[src/rtl/video_timing_pkg.sv]
// Shared raster constants for the 720p60 HDMI path and the TMDS control tokens
// used by the channel encoders, so timing and encoding agree on one source.
package video_timing_pkg;

  localparam int unsigned HCOUNT_W = 11;
  localparam int unsigned VCOUNT_W = 10;
  localparam int unsigned FC_W     = 6;

  localparam int unsigned ACTIVE_H_720      = 1280;
  localparam int unsigned H_FRONT_PORCH_720 = 110;
  localparam int unsigned H_SYNC_WIDTH_720  = 40;
  localparam int unsigned H_BACK_PORCH_720  = 220;
  localparam int unsigned H_TOTAL_720 =
    ACTIVE_H_720 + H_FRONT_PORCH_720 + H_SYNC_WIDTH_720 + H_BACK_PORCH_720;

  localparam int unsigned ACTIVE_LINES_720  = 720;
  localparam int unsigned V_FRONT_PORCH_720 = 5;
  localparam int unsigned V_SYNC_WIDTH_720  = 5;
  localparam int unsigned V_BACK_PORCH_720  = 20;
  localparam int unsigned V_TOTAL_720 =
    ACTIVE_LINES_720 + V_FRONT_PORCH_720 + V_SYNC_WIDTH_720 + V_BACK_PORCH_720;

  localparam int unsigned FPS_720 = 60;

  // Control-period tokens, indexed by {c1, c0} = {vs, hs} on the blue channel.
  localparam logic [9:0] TMDS_CTRL_00 = 10'b1101010100;
  localparam logic [9:0] TMDS_CTRL_01 = 10'b0010101011;
  localparam logic [9:0] TMDS_CTRL_10 = 10'b0101010100;
  localparam logic [9:0] TMDS_CTRL_11 = 10'b1010101011;

  function automatic logic [9:0] tmds_ctrl_token(input logic [1:0] ctrl);
    case (ctrl)
      2'b00:   return TMDS_CTRL_00;
      2'b01:   return TMDS_CTRL_01;
      2'b10:   return TMDS_CTRL_10;
      default: return TMDS_CTRL_11;
    endcase
  endfunction

endpackage

[src/rtl/video_sig_gen.sv]
// Free-running raster timing generator: cascaded column/line wrap counters with
// sync, active-draw, new-frame and frame-count decode registered alongside them.
module video_sig_gen
  import video_timing_pkg::*;
#(
  parameter int unsigned ACTIVE_H      = ACTIVE_H_720,
  parameter int unsigned H_FRONT_PORCH = H_FRONT_PORCH_720,
  parameter int unsigned H_SYNC_WIDTH  = H_SYNC_WIDTH_720,
  parameter int unsigned H_BACK_PORCH  = H_BACK_PORCH_720,
  parameter int unsigned ACTIVE_LINES  = ACTIVE_LINES_720,
  parameter int unsigned V_FRONT_PORCH = V_FRONT_PORCH_720,
  parameter int unsigned V_SYNC_WIDTH  = V_SYNC_WIDTH_720,
  parameter int unsigned V_BACK_PORCH  = V_BACK_PORCH_720,
  parameter int unsigned FPS           = FPS_720
) (
  input  logic                clk_in,
  input  logic                rst_n_in,
  output logic [HCOUNT_W-1:0] hcount_out,
  output logic [VCOUNT_W-1:0] vcount_out,
  output logic                hs_out,
  output logic                vs_out,
  output logic                ad_out,
  output logic                nf_out,
  output logic [FC_W-1:0]     fc_out
);

  localparam int unsigned H_TOTAL = ACTIVE_H + H_FRONT_PORCH + H_SYNC_WIDTH + H_BACK_PORCH;
  localparam int unsigned V_TOTAL = ACTIVE_LINES + V_FRONT_PORCH + V_SYNC_WIDTH + V_BACK_PORCH;

  localparam logic [HCOUNT_W-1:0] H_LAST   = HCOUNT_W'(H_TOTAL - 1);
  localparam logic [HCOUNT_W-1:0] H_ACT    = HCOUNT_W'(ACTIVE_H);
  localparam logic [HCOUNT_W-1:0] HS_START = HCOUNT_W'(ACTIVE_H + H_FRONT_PORCH);
  localparam logic [HCOUNT_W-1:0] HS_END   = HCOUNT_W'(ACTIVE_H + H_FRONT_PORCH + H_SYNC_WIDTH);

  localparam logic [VCOUNT_W-1:0] V_LAST   = VCOUNT_W'(V_TOTAL - 1);
  localparam logic [VCOUNT_W-1:0] V_ACT    = VCOUNT_W'(ACTIVE_LINES);
  localparam logic [VCOUNT_W-1:0] VS_START = VCOUNT_W'(ACTIVE_LINES + V_FRONT_PORCH);
  localparam logic [VCOUNT_W-1:0] VS_END   = VCOUNT_W'(ACTIVE_LINES + V_FRONT_PORCH + V_SYNC_WIDTH);

  localparam logic [FC_W-1:0] FC_LAST = FC_W'(FPS - 1);

  logic [HCOUNT_W-1:0] hcount_nxt;
  logic [VCOUNT_W-1:0] vcount_nxt;
  logic                hs_nxt, vs_nxt, ad_nxt, nf_nxt;
  logic [FC_W-1:0]     fc_nxt;

  always_comb begin
    hcount_nxt = hcount_out + HCOUNT_W'(1);
    vcount_nxt = vcount_out;
    if (hcount_out == H_LAST) begin
      hcount_nxt = '0;
      vcount_nxt = (vcount_out == V_LAST) ? '0 : vcount_out + VCOUNT_W'(1);
    end
  end

  // Decode the upcoming position so every registered output matches the counters.
  always_comb begin
    hs_nxt = (hcount_nxt >= HS_START) && (hcount_nxt < HS_END);
    vs_nxt = (vcount_nxt >= VS_START) && (vcount_nxt < VS_END);
    ad_nxt = (hcount_nxt < H_ACT) && (vcount_nxt < V_ACT);
    nf_nxt = (hcount_nxt == H_ACT) && (vcount_nxt == V_ACT);
    fc_nxt = fc_out;
    if (nf_nxt) begin
      fc_nxt = (fc_out == FC_LAST) ? '0 : fc_out + FC_W'(1);
    end
  end

  // Reset tuple is the decode of the last blanking pixel, so release lands on (0,0).
  always_ff @(posedge clk_in or negedge rst_n_in) begin
    if (!rst_n_in) begin
      hcount_out <= H_LAST;
      vcount_out <= V_LAST;
      hs_out     <= 1'b0;
      vs_out     <= 1'b0;
      ad_out     <= 1'b0;
      nf_out     <= 1'b0;
      fc_out     <= '0;
    end else begin
      hcount_out <= hcount_nxt;
      vcount_out <= vcount_nxt;
      hs_out     <= hs_nxt;
      vs_out     <= vs_nxt;
      ad_out     <= ad_nxt;
      nf_out     <= nf_nxt;
      fc_out     <= fc_nxt;
    end
  end

endmodule

[config.mk]
export PLATFORM = sky130hd
export DESIGN_NAME = video_sig_gen
export DESIGN_NICKNAME = d
export VERILOG_FILES = /design/src/rtl/video_timing_pkg.sv /design/src/rtl/video_sig_gen.sv
export SDC_FILE = /design/constraint.sdc
export NUM_CORES = 1
export LEC_CHECK = 0
export ABC_AREA = 1
export BUFFER_PORTS_ARGS = -buffer_cell sky130_fd_sc_hd__buf_2
export CAP_MARGIN = 20
export CORE_MARGIN = 1
export CORE_UTILIZATION = 30
export CTS_CLUSTER_SIZE = 24
export DETAILED_ROUTE_END_ITERATION = 8
export SETUP_SLACK_MARGIN = 0.3
export SLEW_MARGIN = 20
export SYNTH_ARGS = -nofsm -noshare
export SYNTH_HDL_FRONTEND = slang
export SYNTH_SLANG_ARGS = --single-unit
[constraint.sdc]
create_clock -name clk_in -period 6 [get_ports clk_in]
set_clock_uncertainty 0.2 [all_clocks]
set_input_delay 1.2 -clock clk_in [delete_from_list [all_inputs] [get_ports clk_in]]
set_output_delay 1.2 -clock clk_in [all_outputs]
set_load 0.05 [all_outputs]
==> flow_metrics.env <==
export IMPL_slew_headroom_pct=54.39
export IMPL_syn_area_um2=2208
export IMPL_n_antenna_cell=0
export IMPL_clk_pin_slew_worst_paths_ns=0.07
export IMPL_hpwl_mm=3.993
export IMPL_vias=1967
export IMPL_synthToLayoutAreaGrowth_pct=17.22
export IMPL_syn_avg_cell_area_um2=7.241
export IMPL_finalCritPeriodShare_pct=43.18
export IMPL_die_x_um=87.80
export IMPL_report_final_hold_viol_count=0
export IMPL_path_cells="buf_2"
export IMPL_cts_max_level=2
export IMPL_status="finished clean"
export IMPL_crit_path_start="hcount_out[4]"
export IMPL_critical_path_class="reg2out"
export IMPL_io_buffer_count=32
export IMPL_p_per_area_nw_per_um2=152.7
export IMPL_holdWs_ns=0.3084
export IMPL_start_util_pct=31.80
export IMPL_tns_ns=0
export IMPL_cp_top_family="flip-flops"
export IMPL_tightest_slew_ns=0.6841
export IMPL_p_sw_uw=81.07
export IMPL_netlist_area_leader_share_pct=20.40
export IMPL_crit_slowest_cell="dfstp_2"
export IMPL_finalWirelength_mm=5.170
export IMPL_max_cap_viol_count=0
export IMPL_power_frac_clock_pct=46.0
export IMPL_cts_root_buf="clkbuf_8"
export IMPL_crit_arrival_ns=1.19
export IMPL_maxSlewViolCount=0
export IMPL_die_area_um2=7708
export IMPL_critPathBufInv=1
export IMPL_ys_seq_area_share_pct=35.86
export IMPL_grt_max_degree=32
export IMPL_finalWorstPathRequiredPeriod_ns=2.591
export IMPL_synthCells=305
export IMPL_clock_sinks=31
export IMPL_critPathMaxStageDelay_ns=0.61
export IMPL_hp_class="reg2reg"
export IMPL_synthesis_nets=312
export IMPL_rows=30
export IMPL_leakage_nw=1.467
export IMPL_critical_path_max_fanout=6
export IMPL_grt_ovfl_total=0
export IMPL_layout_commonest_cell="nand2_1"
export IMPL_vdd_ir_drop_max_mv=0.06851
export IMPL_drc=0
export IMPL_core_region_area_um2=6944
export IMPL_fill_cells=749
export IMPL_pwr_share_comb_pct=1.0
export IMPL_gr_usage_all_layers_pct=15.09
export IMPL_postCtsSetupBuffers=0
export IMPL_final_nets=351
export IMPL_dr_pass1_iters=4
export IMPL_synth_area_top_cells="dfrtp_1, dfstp_2, nand2_1"
export IMPL_synth_top_area_cell="dfrtp_1"
export IMPL_insertion_delay_ns=0.29
export IMPL_drive_gt1_share_pct=24.93
export IMPL_seqPwrFrac_pct=53.0
export IMPL_fmax_mhz=386.0
export IMPL_r2r_start="hcount_out[0]"
export IMPL_post_cts_resized=0
export IMPL_rsz0062_at_grt="no"
export IMPL_clock_path_buffers=2
export IMPL_cts_hold_buf=0
export IMPL_wire_per_inst_um=11.72
export IMPL_die_h_um=87.80
export IMPL_cts_inserted_buffers=5
export IMPL_synth_warning_count=0
export IMPL_finalSetupViolations=0
export IMPL_cp_start_kind="flip-flop"
export IMPL_min_from="fc_out[5]"
export IMPL_antenna_found_initial=0
export IMPL_final_cell_mix="nand2_1, inv_1, nor2_1"
export IMPL_yosysUniqueCellTypes=29
export IMPL_drt_iter0_drc=132
export IMPL_antenna_left=0
export IMPL_grt_pass1_wl_mm=8.921
export IMPL_cts_tree="done"
export IMPL_via_per_inst=4.460
export IMPL_internal_power_uw=314.3
export IMPL_io_pins=33
export IMPL_grt_pass1_vias=1871
export IMPL_cp_end_kind="output pin"
export IMPL_ys_ff_latch=31
export IMPL_crit_required_ns=4.60
export IMPL_gp_congestion=0.8698
export IMPL_swShare_pct=20.50
power by group through the flow:
stage               clock network, mW    logic, mW  registers (mW)
finish                          0.182      0.00412           0.209
global route                    0.192      0.00521           0.209
CTS                             0.185      0.00451           0.209
detailed placement                  0      0.00473           0.213
global placement                    0      0.00465           0.213
floorplan                           0  0.000000870           0.213
path summary, 6_finish.rpt:
| kind | cells after the start | endpoint | slack [ns] |
|---|---|---|---|
| max in group asynchronous | 1 | vcount_out[1] | 4.41 |
| min reg2reg | 2 | fc_out[5] | 0.31 |
| min | 2 | fc_out[5] | 0.31 |
| min in group asynchronous | 1 | vcount_out[8] | 0.76 |
| max reg2reg | 12 | fc_out[5] | 3.57 |
| max | 1 | hcount_out[4] | 3.41 |
layout make-up:
class	count	area, um^2	share of cell area (%)
multi-input combinational	218	1201	46.40
inverter	56	215.2	8.313
clock buffer	8	100.1	3.867
timing repair buffer	32	160.2	6.187
sequential	31	792.0	30.59
tap	96	120.1	4.640
synthesized netlist by cell type, drive strengths merged:
| cell type | number |
|---|---|
| o22ai | 1 |
| ha | 5 |
| xor2 | 5 |
| dfstp | 13 |
| nor3 | 1 |
| and3 | 1 |
| o21bai | 2 |
| dfrtp | 18 |
| nand2 | 98 |
| clkinv | 1 |
| nand4 | 5 |
| a31oi | 1 |
| a21oi | 6 |
| or2 | 2 |
| nor2 | 48 |
| o21ai | 8 |
| nand2b | 1 |
| nand3 | 34 |
| inv | 55 |
kinds of logic (layout without fill, tap and decap cells):
kind of cell,count (synthesis),after routing,share of synthesized area (%)
and+or+nand+nor,190,190,44.82
buffers and inverters,56,96,9.745
AOI/OAI and AO/OA,18,18,4.760
adders and majority gates,5,5,2.833
DFF,31,31,35.86
xor gates and xnor gates,5,5,1.983
routing by layer:
layer	global-route usage, %	vias up	routed length (um)
li1	-	1018	-
met1	21.00	906	2557
met4	6.408	0	70
met2	22.90	37	2360
met5	0	-	0
met3	2.733	6	181
stage by stage:
stage	instance area, um^2	setup slack, ns	power (mW)	util [%]	std cells
floorplan	2208	3.571	0.2130	-	305
global placement	2489	3.567	0.2176	35.84	433
detailed placement	2489	3.560	0.2177	35.84	433
CTS	2589	3.409	0.3993	37.28	441
global route	2589	3.374	0.4069	37.28	441
finish	2589	3.409	0.3954	37.28	441
registers in the layout, summed over array words and instances, names as in the netlist:
name,cells
vs_out,1
nf_out,1
vcount_out,10
ad_out,1
hcount_out,11
hs_out,1
fc_out,6
No activity file was read; power rests on OpenSTA's default activity.
